<file path="config.mk">
export PLATFORM = sky130hd
export DESIGN_NAME = trap_sequencer
export DESIGN_NICKNAME = d
export VERILOG_FILES = /design/src/rtl/trap_sequencer.sv
export SDC_FILE = /design/constraint.sdc
export NUM_CORES = 1
export LEC_CHECK = 0
export CAP_MARGIN = 20
export CORE_ASPECT_RATIO = 1.1
export CORE_MARGIN = 2
export CORE_UTILIZATION = 50
export DETAILED_ROUTE_END_ITERATION = 8
export GPL_ROUTABILITY_DRIVEN = 0
export PLACE_DENSITY = 0.89
export SETUP_SLACK_MARGIN = 0.15
export SKIP_LAST_GASP = 1
export SYNTH_ARGS = -nofsm -noshare
export SYNTH_HDL_FRONTEND = slang
export SYNTH_SLANG_ARGS = --single-unit
</file>
<file path="constraint.sdc">
create_clock -name clk -period 6.45 [get_ports clk]
set_input_delay 0.645 -clock clk [delete_from_list [all_inputs] [get_ports clk]]
set_output_delay 0.645 -clock clk [all_outputs]
set_load 0.1 [all_outputs]
</file>
<file path="src/rtl/trap_sequencer.sv">
// Machine-mode trap sequencer: stalls, writes mepc/mcause/mstatus through one CSR port, then redirects.
// Optional `TRAP_VECTORED_EN adds vectored interrupt dispatch when mtvec[1:0] == 2'b01.
module trap_sequencer #(
   parameter int unsigned XLEN = 32
) (
   input  logic            clk,
   input  logic            reset_n,
   input  logic            instr_valid,
   input  logic [XLEN-1:0] instr_pc,
   input  logic            ecall_type,
   input  logic            mret_type,
   input  logic            irq_ext,
   input  logic            irq_timer,
   input  logic [XLEN-1:0] mstatus,
   input  logic [XLEN-1:0] mtvec,
   input  logic [XLEN-1:0] mepc,
   output logic            pipe_stall,
   output logic            pipe_flush,
   output logic            redirect_valid,
   output logic [XLEN-1:0] redirect_pc,
   output logic            csr_we,
   output logic [11:0]     csr_addr,
   output logic [XLEN-1:0] csr_wdata
);

   localparam logic [2:0] IDLE       = 3'd0;
   localparam logic [2:0] WR_MEPC    = 3'd1;
   localparam logic [2:0] WR_MCAUSE  = 3'd2;
   localparam logic [2:0] WR_MSTATUS = 3'd3;
   localparam logic [2:0] REDIRECT   = 3'd4;

   localparam logic [11:0] ADDR_MSTATUS = 12'h300;
   localparam logic [11:0] ADDR_MEPC    = 12'h341;
   localparam logic [11:0] ADDR_MCAUSE  = 12'h342;

   localparam logic [XLEN-1:0] CAUSE_IRQ_EXT   = {1'b1, {(XLEN-6){1'b0}}, 5'd11};
   localparam logic [XLEN-1:0] CAUSE_IRQ_TIMER = {1'b1, {(XLEN-6){1'b0}}, 5'd7};
   localparam logic [XLEN-1:0] CAUSE_ECALL     = {{(XLEN-5){1'b0}}, 5'd11};

   logic [2:0]      state_q, state_d;
   logic [XLEN-1:0] pc_q, pc_d;
   logic [XLEN-1:0] cause_q, cause_d;
   logic [XLEN-1:0] mstatus_q, mstatus_d;
   logic [XLEN-1:0] mtvec_q, mtvec_d;
   logic [XLEN-1:0] mepc_q, mepc_d;
   logic            is_mret_q, is_mret_d;

   logic            csr_we_q, csr_we_d;
   logic [11:0]     csr_addr_q, csr_addr_d;
   logic [XLEN-1:0] csr_wdata_q, csr_wdata_d;
   logic            redirect_valid_q, redirect_valid_d;
   logic [XLEN-1:0] redirect_pc_q, redirect_pc_d;
   logic            pipe_flush_q, pipe_flush_d;

   logic            take_ext;
   logic            take_timer;
   logic            accept;
   logic            trig_mret;
   logic [XLEN-1:0] trig_cause;
   logic [XLEN-1:0] trap_base;
   logic [XLEN-1:0] trap_target;
   logic [XLEN-1:0] mstatus_trap;
   logic [XLEN-1:0] mstatus_mret;

   // Trigger detection and priority: external > timer > ecall > mret.
   always_comb begin
      take_ext   = irq_ext & mstatus[3];
      take_timer = irq_timer & mstatus[3];
      accept     = (state_q == IDLE) & instr_valid &
                   (take_ext | take_timer | ecall_type | mret_type);
      trig_mret  = 1'b0;
      trig_cause = '0;
      if (take_ext) begin
         trig_cause = CAUSE_IRQ_EXT;
      end else if (take_timer) begin
         trig_cause = CAUSE_IRQ_TIMER;
      end else if (ecall_type) begin
         trig_cause = CAUSE_ECALL;
      end else if (mret_type) begin
         trig_mret = 1'b1;
      end
   end

   // Next-state and operand latching; operands only change on acceptance.
   always_comb begin
      state_d   = state_q;
      pc_d      = pc_q;
      cause_d   = cause_q;
      mstatus_d = mstatus_q;
      mtvec_d   = mtvec_q;
      mepc_d    = mepc_q;
      is_mret_d = is_mret_q;
      case (state_q)
         IDLE: begin
            if (accept) begin
               state_d   = trig_mret ? WR_MSTATUS : WR_MEPC;
               pc_d      = instr_pc;
               cause_d   = trig_cause;
               mstatus_d = mstatus;
               mtvec_d   = mtvec;
               mepc_d    = mepc;
               is_mret_d = trig_mret;
            end
         end
         WR_MEPC:    state_d = WR_MCAUSE;
         WR_MCAUSE:  state_d = WR_MSTATUS;
         WR_MSTATUS: state_d = REDIRECT;
         REDIRECT:   state_d = IDLE;
         default:    state_d = IDLE;
      endcase
   end

   // Derived write data and trap target, from the values the next state will hold.
   always_comb begin
      mstatus_trap    = mstatus_d;
      mstatus_trap[7] = mstatus_d[3];
      mstatus_trap[3] = 1'b0;
      mstatus_mret    = mstatus_d;
      mstatus_mret[3] = mstatus_d[7];
      mstatus_mret[7] = 1'b1;
      trap_base       = {mtvec_d[XLEN-1:2], 2'b00};
      trap_target     = trap_base;
`ifdef TRAP_VECTORED_EN
      // Interrupt causes have the top bit set; exceptions always use the base.
      if (cause_d[XLEN-1] && (mtvec_d[1:0] == 2'b01)) begin
         trap_target = trap_base + {{(XLEN-7){1'b0}}, cause_d[4:0], 2'b00};
      end
`endif
   end

`ifndef TRAP_VECTORED_EN
   logic unused_mode;
   assign unused_mode = ^mtvec_q[1:0];
`endif

   logic unused_pc_lo;
   assign unused_pc_lo = ^pc_q[1:0];

   // Registered outputs are decoded from the state being entered.
   always_comb begin
      csr_we_d         = 1'b0;
      csr_addr_d       = '0;
      csr_wdata_d      = '0;
      redirect_valid_d = 1'b0;
      redirect_pc_d    = '0;
      pipe_flush_d     = 1'b0;
      case (state_d)
         WR_MEPC: begin
            csr_we_d    = 1'b1;
            csr_addr_d  = ADDR_MEPC;
            csr_wdata_d = {pc_d[XLEN-1:2], 2'b00};
         end
         WR_MCAUSE: begin
            csr_we_d    = 1'b1;
            csr_addr_d  = ADDR_MCAUSE;
            csr_wdata_d = cause_d;
         end
         WR_MSTATUS: begin
            csr_we_d    = 1'b1;
            csr_addr_d  = ADDR_MSTATUS;
            csr_wdata_d = is_mret_d ? mstatus_mret : mstatus_trap;
         end
         REDIRECT: begin
            redirect_valid_d = 1'b1;
            pipe_flush_d     = 1'b1;
            redirect_pc_d    = is_mret_d ? mepc_d : trap_target;
         end
         default: ;
      endcase
   end

   always_ff @(posedge clk) begin
      if (!reset_n) begin
         state_q          <= IDLE;
         pc_q             <= '0;
         cause_q          <= '0;
         mstatus_q        <= '0;
         mtvec_q          <= '0;
         mepc_q           <= '0;
         is_mret_q        <= 1'b0;
         csr_we_q         <= 1'b0;
         csr_addr_q       <= '0;
         csr_wdata_q      <= '0;
         redirect_valid_q <= 1'b0;
         redirect_pc_q    <= '0;
         pipe_flush_q     <= 1'b0;
      end else begin
         state_q          <= state_d;
         pc_q             <= pc_d;
         cause_q          <= cause_d;
         mstatus_q        <= mstatus_d;
         mtvec_q          <= mtvec_d;
         mepc_q           <= mepc_d;
         is_mret_q        <= is_mret_d;
         csr_we_q         <= csr_we_d;
         csr_addr_q       <= csr_addr_d;
         csr_wdata_q      <= csr_wdata_d;
         redirect_valid_q <= redirect_valid_d;
         redirect_pc_q    <= redirect_pc_d;
         pipe_flush_q     <= pipe_flush_d;
      end
   end

   // Stall is raised combinationally in the accept cycle, then held by the state.
   assign pipe_stall     = (accept & reset_n) | (state_q != IDLE);
   assign csr_we         = csr_we_q;
   assign csr_addr       = csr_addr_q;
   assign csr_wdata      = csr_wdata_q;
   assign redirect_valid = redirect_valid_q;
   assign redirect_pc    = redirect_pc_q;
   assign pipe_flush     = pipe_flush_q;

endmodule

</file>
==> Yosys cells after proc, flatten, opt, wreduce, memory -nomap -nowiden <==
Cells that the tools add are included.
{ "totals": {"ff_bits": 242, "word_cells": 65} }
{ "op_classes": {"n_eq_ne": 7, "muxes": 28, "n_bitwise": 9, "reduce_logical": 6} }
{ "op_table": {"columns": ["operator", "count"], "rows": [
  ["$mux 32", 13],
  ["$pmux 32 s3", 1],
  ["$pmux 10 s3", 1],
  ["$eq 3x2->1 const B", 4],
  ["$pmux 3 s4", 1],
  ["$mux 1", 8],
  ["$mux 8", 1],
  ["$eq 3x1->1 const B", 2],
  ["$and 1x1->1", 5],
  ["$mux 4", 1],
  ["$or 1x1->1", 4],
  ["$reduce_and 2->1", 2],
  ["$eq 3x3->1 const B", 1],
  ["$logic_not 3->1", 1],
  ["$mux 3", 1],
  ["$reduce_and 3->1", 1],
  ["$reduce_bool 3->1", 1],
  ["$reduce_or 3->1", 1],
  ["$mux 2", 1]
]} }

==> Logic depth before layout (Yosys ltp) <==
Gate-level depths: netlist of run 1.
{ "logic_depth": {"depth_word": 10, "depth_mapped": 9, "ltp_nobuf": 5} }

==> Worst setup path before layout of run 1 <==
No wires, ideal clock.
{ "synth_path": {"path_kind": "input -> output", "start": "in instr_valid", "end": "out pipe_stall", "arrival_time_ps": 2050, "setup_slack_ps": 3755, "stages": 4, "cell_sequence": "nor4b_4 > o31a_1 > clkbuf_1 > a2111o_1"} }
{ "synth_via": {"elab_chain_len": 4} }
{ "synth_lines": {"columns": ["item", "line", "rtl"], "rows": [
  ["start: declaration", "8", "input logic instr_valid,"],
  ["$and 1x1->1 (2 in a row)", "69", "accept = (state_q == IDLE) & instr_valid &"],
  ["$and 1x1->1", "205", "assign pipe_stall = (accept & reset_n) | (state_q != IDLE);"],
  ["$or 1x1->1", "205", null],
  ["end: declaration", "17", "output logic pipe_stall,"]
]} }
No other way between the ends.

==> Worst setup path after layout of run 1 <==
Same ends and word-level chain as after synthesis.

==> results of run 1 <==
-- registers in the layout, indices dropped and copies added (netlist names) --
| register | count |
|---|---|
| cause_q | 32 |
| csr_wdata | 32 |
| mepc_q | 32 |
| mstatus_q | 32 |
| redirect_pc | 32 |
| mtvec_q | 30 |
| csr_addr | 4 |
| state_q | 3 |
| is_mret_q | 1 |
| pipe_flush | 1 |
-- worst register-to-register path: cells and delay by family, from the launching register on --
family / cells / cell delay, ns
buffers and inverters: 1 / 0.75
flip-flops: 1 / 0.55
AO/OA/AOI/OAI: 2 / 0.38
AND/OR/NAND/NOR: 2 / 0.22
multiplexers: 1 / 0.45
-- path summary, 6_finish.rpt --
path | end | slack [ns] | cells past startpoint
worst max-delay path | pipe_stall | 2.50 | 5
worst min-delay path | mstatus_q[3]$_SDFF_PN0_ | 0.47 | 2
worst max register to register | csr_wdata[4]$_SDFF_PN0_ | 3.97 | 6
worst min register to register | mstatus_q[3]$_SDFF_PN0_ | 0.47 | 2
-- kinds of logic after synthesis --
kind of cell,Yosys count
other,1
AO/OA/AOI/OAI,54
buffers and inverters,67
multiplexers,93
flip-flops,199
AND/OR/NAND/NOR,278
-- routing by layer --
metal / track usage (%) / share of wire, % / up-vias / routed length (um)
li1: - / - / 2681 / -
met1: 25.8 / 42 / 2596 / 7070
met2: 35.9 / 47 / 216 / 7970
met3: 8.07 / 8.8 / 18 / 1480
met4: 8.47 / 1.5 / 0 / 260
met5: 0 / 0 / - / 0
-- cell type report --
| class | instances | area (sq um) |
|---|---|---|
| Clock buffer | 23 | 478 |
| Fill cell | 1031 | 4360 |
| Timing Repair Buffer | 213 | 2100 |
| Inverter | 1 | 3.75 |
| Clock inverter | 9 | 140 |
| Tap cell | 192 | 240 |
| Multi-Input combinational cell | 432 | 3030 |
| Sequential cell | 199 | 3980 |
-- Yosys cell counts (3+ instances only) --
library cell	number	share of area (%)
buf_4	10	1.0
nand2_1	70	3.6
a222oi_1	27	3.7
a22oi_1	3	0.31
dfxtp_1	199	55
nor2_1	36	1.9
and3_1	58	5.0
mux2i_1	66	9.1
nand2b_1	7	0.60
nor2b_1	69	5.9
clkbuf_1	42	2.2
o21a_1	3	0.31
buf_2	11	0.76
mux2_2	11	1.7
and2_1	30	2.6
mux2_4	16	3.3
a21oi_1	9	0.62
-- stage by stage --
stage | hold WS (ns) | std cells
finish | 0.470 | 1069
global route | 0.490 | 1069
CTS | 0.468 | 1069
detailed placement | 0.459 | 1037
global placement | 0.454 | 1037
floorplan | 0.440 | 698
-- power groups by stage --
stage | combinational [W] | sequential [W] | clock, W
floorplan | 0.000377 | 0.00147 | 0
global placement | 0.000671 | 0.00135 | 0
detailed placement | 0.000680 | 0.00136 | 0
CTS | 0.000684 | 0.00133 | 0.00112
global route | 0.000733 | 0.00134 | 0.00117
finish | 0.000681 | 0.00133 | 0.00110
==> impl_metrics.toml, run 1 <==
[clock_tree]
ctsRootBufferMaster = "clkbuf_16"
cts_inserted_buffers = 17
clk_latency_ns = 0.43
clock_sinks = 199
htree_levels = 4
cts_tree = "yes"
clock_path_buffers = 2
postCtsSetupRepairBufs = 0
clkTransAtPathRegs_ns = 0.07
holdBufCountCts = 0
cts_resized = 0

[critical_path]
crit_path_top_delay_cell = "clkdlybuf4s50_1"
r2r-start = "state_q[1]$_SDFF_PN0_"
cpPeakStageDelay_ns = 1.15
path_cells = "clkdlybuf4s50_1 -> nor4b_4 -> o31a_1 -> a2111o_1 -> clkdlybuf4s50_1"
cp_max_fo = 8
crit_required_ns = 5.80
worst-path-buf-inv = 2
crit_family = "buffers and inverters"
startpoint = "instr_valid"
crit_arrival_ns = 3.31
start_kind = "input pin"
path_common_cell = "clkdlybuf4s50_1"
critPathKind = "input pin to output pin"
cp-end-kind = "output pin"

[floorplanning]
die_x_um = 119
coreArea_sq_um = 14300
die-area_sq_um = 15500
io_pins = 215
num_rows = 46
start_util_pct = 50.8
die_height_um = 131

[timing]
hold_viol = 0
rsz0062_at_grt = "false"
setup-tns-final_ns = 0
tightest_slew_ns = 1.06
timing.slew.headroom_pct = 29.4
setup_viol = 0
fin_skew_ns = 0.0177
min_period_over_period_pct = 61.3
fin_ws_ns = 2.50
min_period_ns = 3.95
final_max_slew_viol_count = 0
clock.fmax_mhz = 253

[synth]
synth_flop_cell = "dfxtp_1"
ys_seq_elements = 199
muxShareOfSynthArea_pct = 14.1
yosysWarnings = 0
synth_top_family_by_area = "simple AND/OR/NAND/NOR gates"
syn_area_sq_um = 7280
synthSimpleGateAreaFrac_pct = 20.5
ys_async_sr_fraction_pct = 0
synth.distinct_cells = 39
yosysSeqAreaShare_pct = 54.7
synth_edf_count = 0
synthAdderAreaFrac_pct = 0
synthXorXnorAreaFrac_pct = 0
avgSynthCellArea_sq_um = 10.5
synth_compound_area_share_pct = 6.34
synthCells = 692

[layout]
area_growth_pct = 37.0
fin_nets = 999
drive_gt1_share_pct = 8.32
final_core_util_pct = 69.6
n_antenna_cell = 0
final_common_cell = "clkdlybuf4s50_1"
layout_common_cells = "clkdlybuf4s50_1 (202), dfxtp_1 (199), nand2_1 (70)"
finalInstanceArea_sq_um = 9970

[detailed_routing]
dr.pass1.iters = 7
routed_wl_um = 16800
ant_nets = 0
routedWlPerCell_um = 15.7
avgViaCountPerCell = 5.16
vias = 5511
drtIter0Drc = 376
drc_errors = 0

[worst_hold_path]
hp-start = "mstatus_q[3]$_SDFF_PN0_"
min_path_type = "flip-flop to flip-flop"

[grt]
first_global_vias = 5374
grt_max_degree = 130
track_usage_pct = 21.7
grt_overflow = 0
grt_pass1_wl_um = 26600
antenna_found_initial = 0

[placed_design]
io_buffers = 203
post-dp-hpwl_um = 10800
placed_area_sq_um = 9360
pre_cts_slack_ns = 2.50

[power_and_ir_drop]
p_leak_nw = 4.39
comb_power_share_pct = 21.9
switching_power_w = 0.000896
total_power_w = 0.00311
seq_power_share_pct = 42.7
ir_worst_vdd_mv = 0.170
power_density_nw_per_um2 = 312
internal_power_w = 0.00222
swShare_pct = 28.8
p_clk_share_pct = 35.5

[outcome]
outcome = "finished, final reports clean"

[run]
max_cap_violations = 0
Power figures use the tool's default switching activity.
==> inputs of run 2 (changes only) <==
- CORE_UTILIZATION: 50 -> 42
- PLACE_DENSITY: 0.89 -> 0.8
- clock period: 6.45 -> 3.6 ns (I/O delays scaled with it)
==> run 2 against run 1 <==
Worst hold slack worse by 0.0035 ns. Via count is 0.33% higher. Non-clock buffer count stayed put. Critical path depth is 1 lower. Core utilization is 11 points lower. Sequential cell count stayed put. Critical path type is now flip-flop to output pin.
==> impl_metrics.toml, run 2 (same netlist as run 1, synthesis figures left out) <==
[timing]
setup_viol = 0
min_period_ns = 2.59
fin_skew_ns = 0.00874
rsz0062_at_grt = "false"
setup-tns-final_ns = 0
fin_ws_ns = 1.01
hold_viol = 0
tightest_slew_ns = 1.02
timing.slew.headroom_pct = 31.8
final_max_slew_viol_count = 0
min_period_over_period_pct = 72.0
clock.fmax_mhz = 386

[clock_tree]
cts_resized = 0
htree_levels = 4
clock_path_buffers = 2
holdBufCountCts = 0
clk_latency_ns = 0.42
postCtsSetupRepairBufs = 0
clock_sinks = 199
cts_inserted_buffers = 17
ctsRootBufferMaster = "clkbuf_16"
clkTransAtPathRegs_ns = 0.07
cts_tree = "yes"

[placed_design]
pre_cts_slack_ns = 0.831
post-dp-hpwl_um = 11100
io_buffers = 203

[grt]
first_global_vias = 5391
antenna_found_initial = 0
grt_pass1_wl_um = 26700
grt_max_degree = 68
grt_overflow = 0
track_usage_pct = 18.4

[floorplanning]
num_rows = 50
die_height_um = 142
io_pins = 215
start_util_pct = 42.8
coreArea_sq_um = 17000
die-area_sq_um = 18400
die_x_um = 130

[detailed_routing]
dr_wl_met2_um = 8070
wl_met1_um = 7270
top_layer = "met4"
dr.pass1.iters = 6
drtIter0Drc = 311
drc_errors = 0
routed_wl_um = 17000
avgViaCountPerCell = 4.98
ant_nets = 0
wl_met3_um = 1530
routedWlPerCell_um = 15.3
vias = 5529

[power_and_ir_drop]
power_density_nw_per_um2 = 541
p_leak_nw = 4.37
ir_worst_vdd_mv = 0.280

[worst_hold_path]
hp-start = "reset_n"
whs_endpoint = "mstatus_q[2]$_SDFF_PN0_"
hold_depth = 2
min_path_type = "input pin to flip-flop"

[critical_path]
path_cells = "nor4b_4 -> o31a_1 -> a2111o_1 -> buf_4"
start_kind = "flip-flop"
crit_required_ns = 3.24
critPathKind = "flip-flop to output pin"
crit_path_top_delay_cell = "nor4b_4"
r2r_cells = 6
crit_arrival_ns = 2.23
cp-end-kind = "output pin"
cpPeakStageDelay_ns = 0.55
r2r-end = "csr_wdata[18]$_SDFF_PN0_"
r2r-start = "state_q[1]$_SDFF_PN0_"
worst-path-buf-inv = 1
r2r_setup_slack_ns = 1.30
crit_family = "simple AND/OR/NAND/NOR gates"
cp_max_fo = 10

[layout]
layout_common_cells = "clkdlybuf4s50_1 (201), dfxtp_1 (199), nand2_1 (70)"
final_common_cell = "clkdlybuf4s50_1"
drive_gt1_share_pct = 8.78
area_growth_pct = 37.4
multi_input_area_sq_um = 3030
n_antenna_cell = 0
nFillCells = 1513
fin_nets = 999
regArea_sq_um = 3980

[run]
max_cap_violations = 0

[outcome]
outcome = "finished, final reports clean"
[run 2: where the power goes]
part | switching (W) | internal [W]
Combinational | 0.000743 | 0.000483
Clock | 0.000890 | 0.000916
Sequential | 0.0000453 | 0.00233
[run 2: worst max-delay path by stage]
| stage | endpoint | start | slack [ns] | cells past startpoint |
|---|---|---|---|---|
| floorplan | pipe_stall | state_q[0]$_SDFF_PN0_ | 1.31 | 5 |
| global placement | csr_wdata[4]$_SDFF_PN0_ | irq_ext | 0.85 | 7 |
| detailed placement | csr_wdata[5]$_SDFF_PN0_ | irq_ext | 0.83 | 7 |
| CTS | pipe_stall | state_q[1]$_SDFF_PN0_ | 0.98 | 4 |
| global route | pipe_stall | state_q[0]$_SDFF_PN0_ | 0.89 | 4 |
| finish | pipe_stall | state_q[1]$_SDFF_PN0_ | 1.01 | 4 |
[run 2: per-layer routing]
metal | track usage, % | up-vias
met1 | 21.9 | 2623
met2 | 31.6 | 206
met5 | 0 | -
met3 | 5.90 | 10
met4 | 5.55 | 0
li1 | - | 2690
[run 2: area by class of cell]
cell class              count  area share [%]
flip-flops and latches    199            39.8
multi-input cells         432            30.3
repair buffers            213            21.3
clock buffers              17            4.25
well taps                 234            2.93
clock inverters            15            1.44
inverters                   1          0.0375
[run 2: through the flow]
stage / hold slack [ns] / power (W) / cells / area, sq um / utilization [%]
2_1_floorplan: 0.440 / 0.00331 / 698 / 7300 / -
3_3_place_gp: 0.451 / 0.00365 / 1079 / 9430 / 55.4
3_5_place_dp: 0.465 / 0.00367 / 1079 / 9430 / 55.4
4_1_cts: 0.471 / 0.00548 / 1111 / 10000 / 58.8
5_1_grt: 0.486 / 0.00565 / 1111 / 10000 / 58.8
6_report: 0.467 / 0.00541 / 1111 / 10000 / 58.8
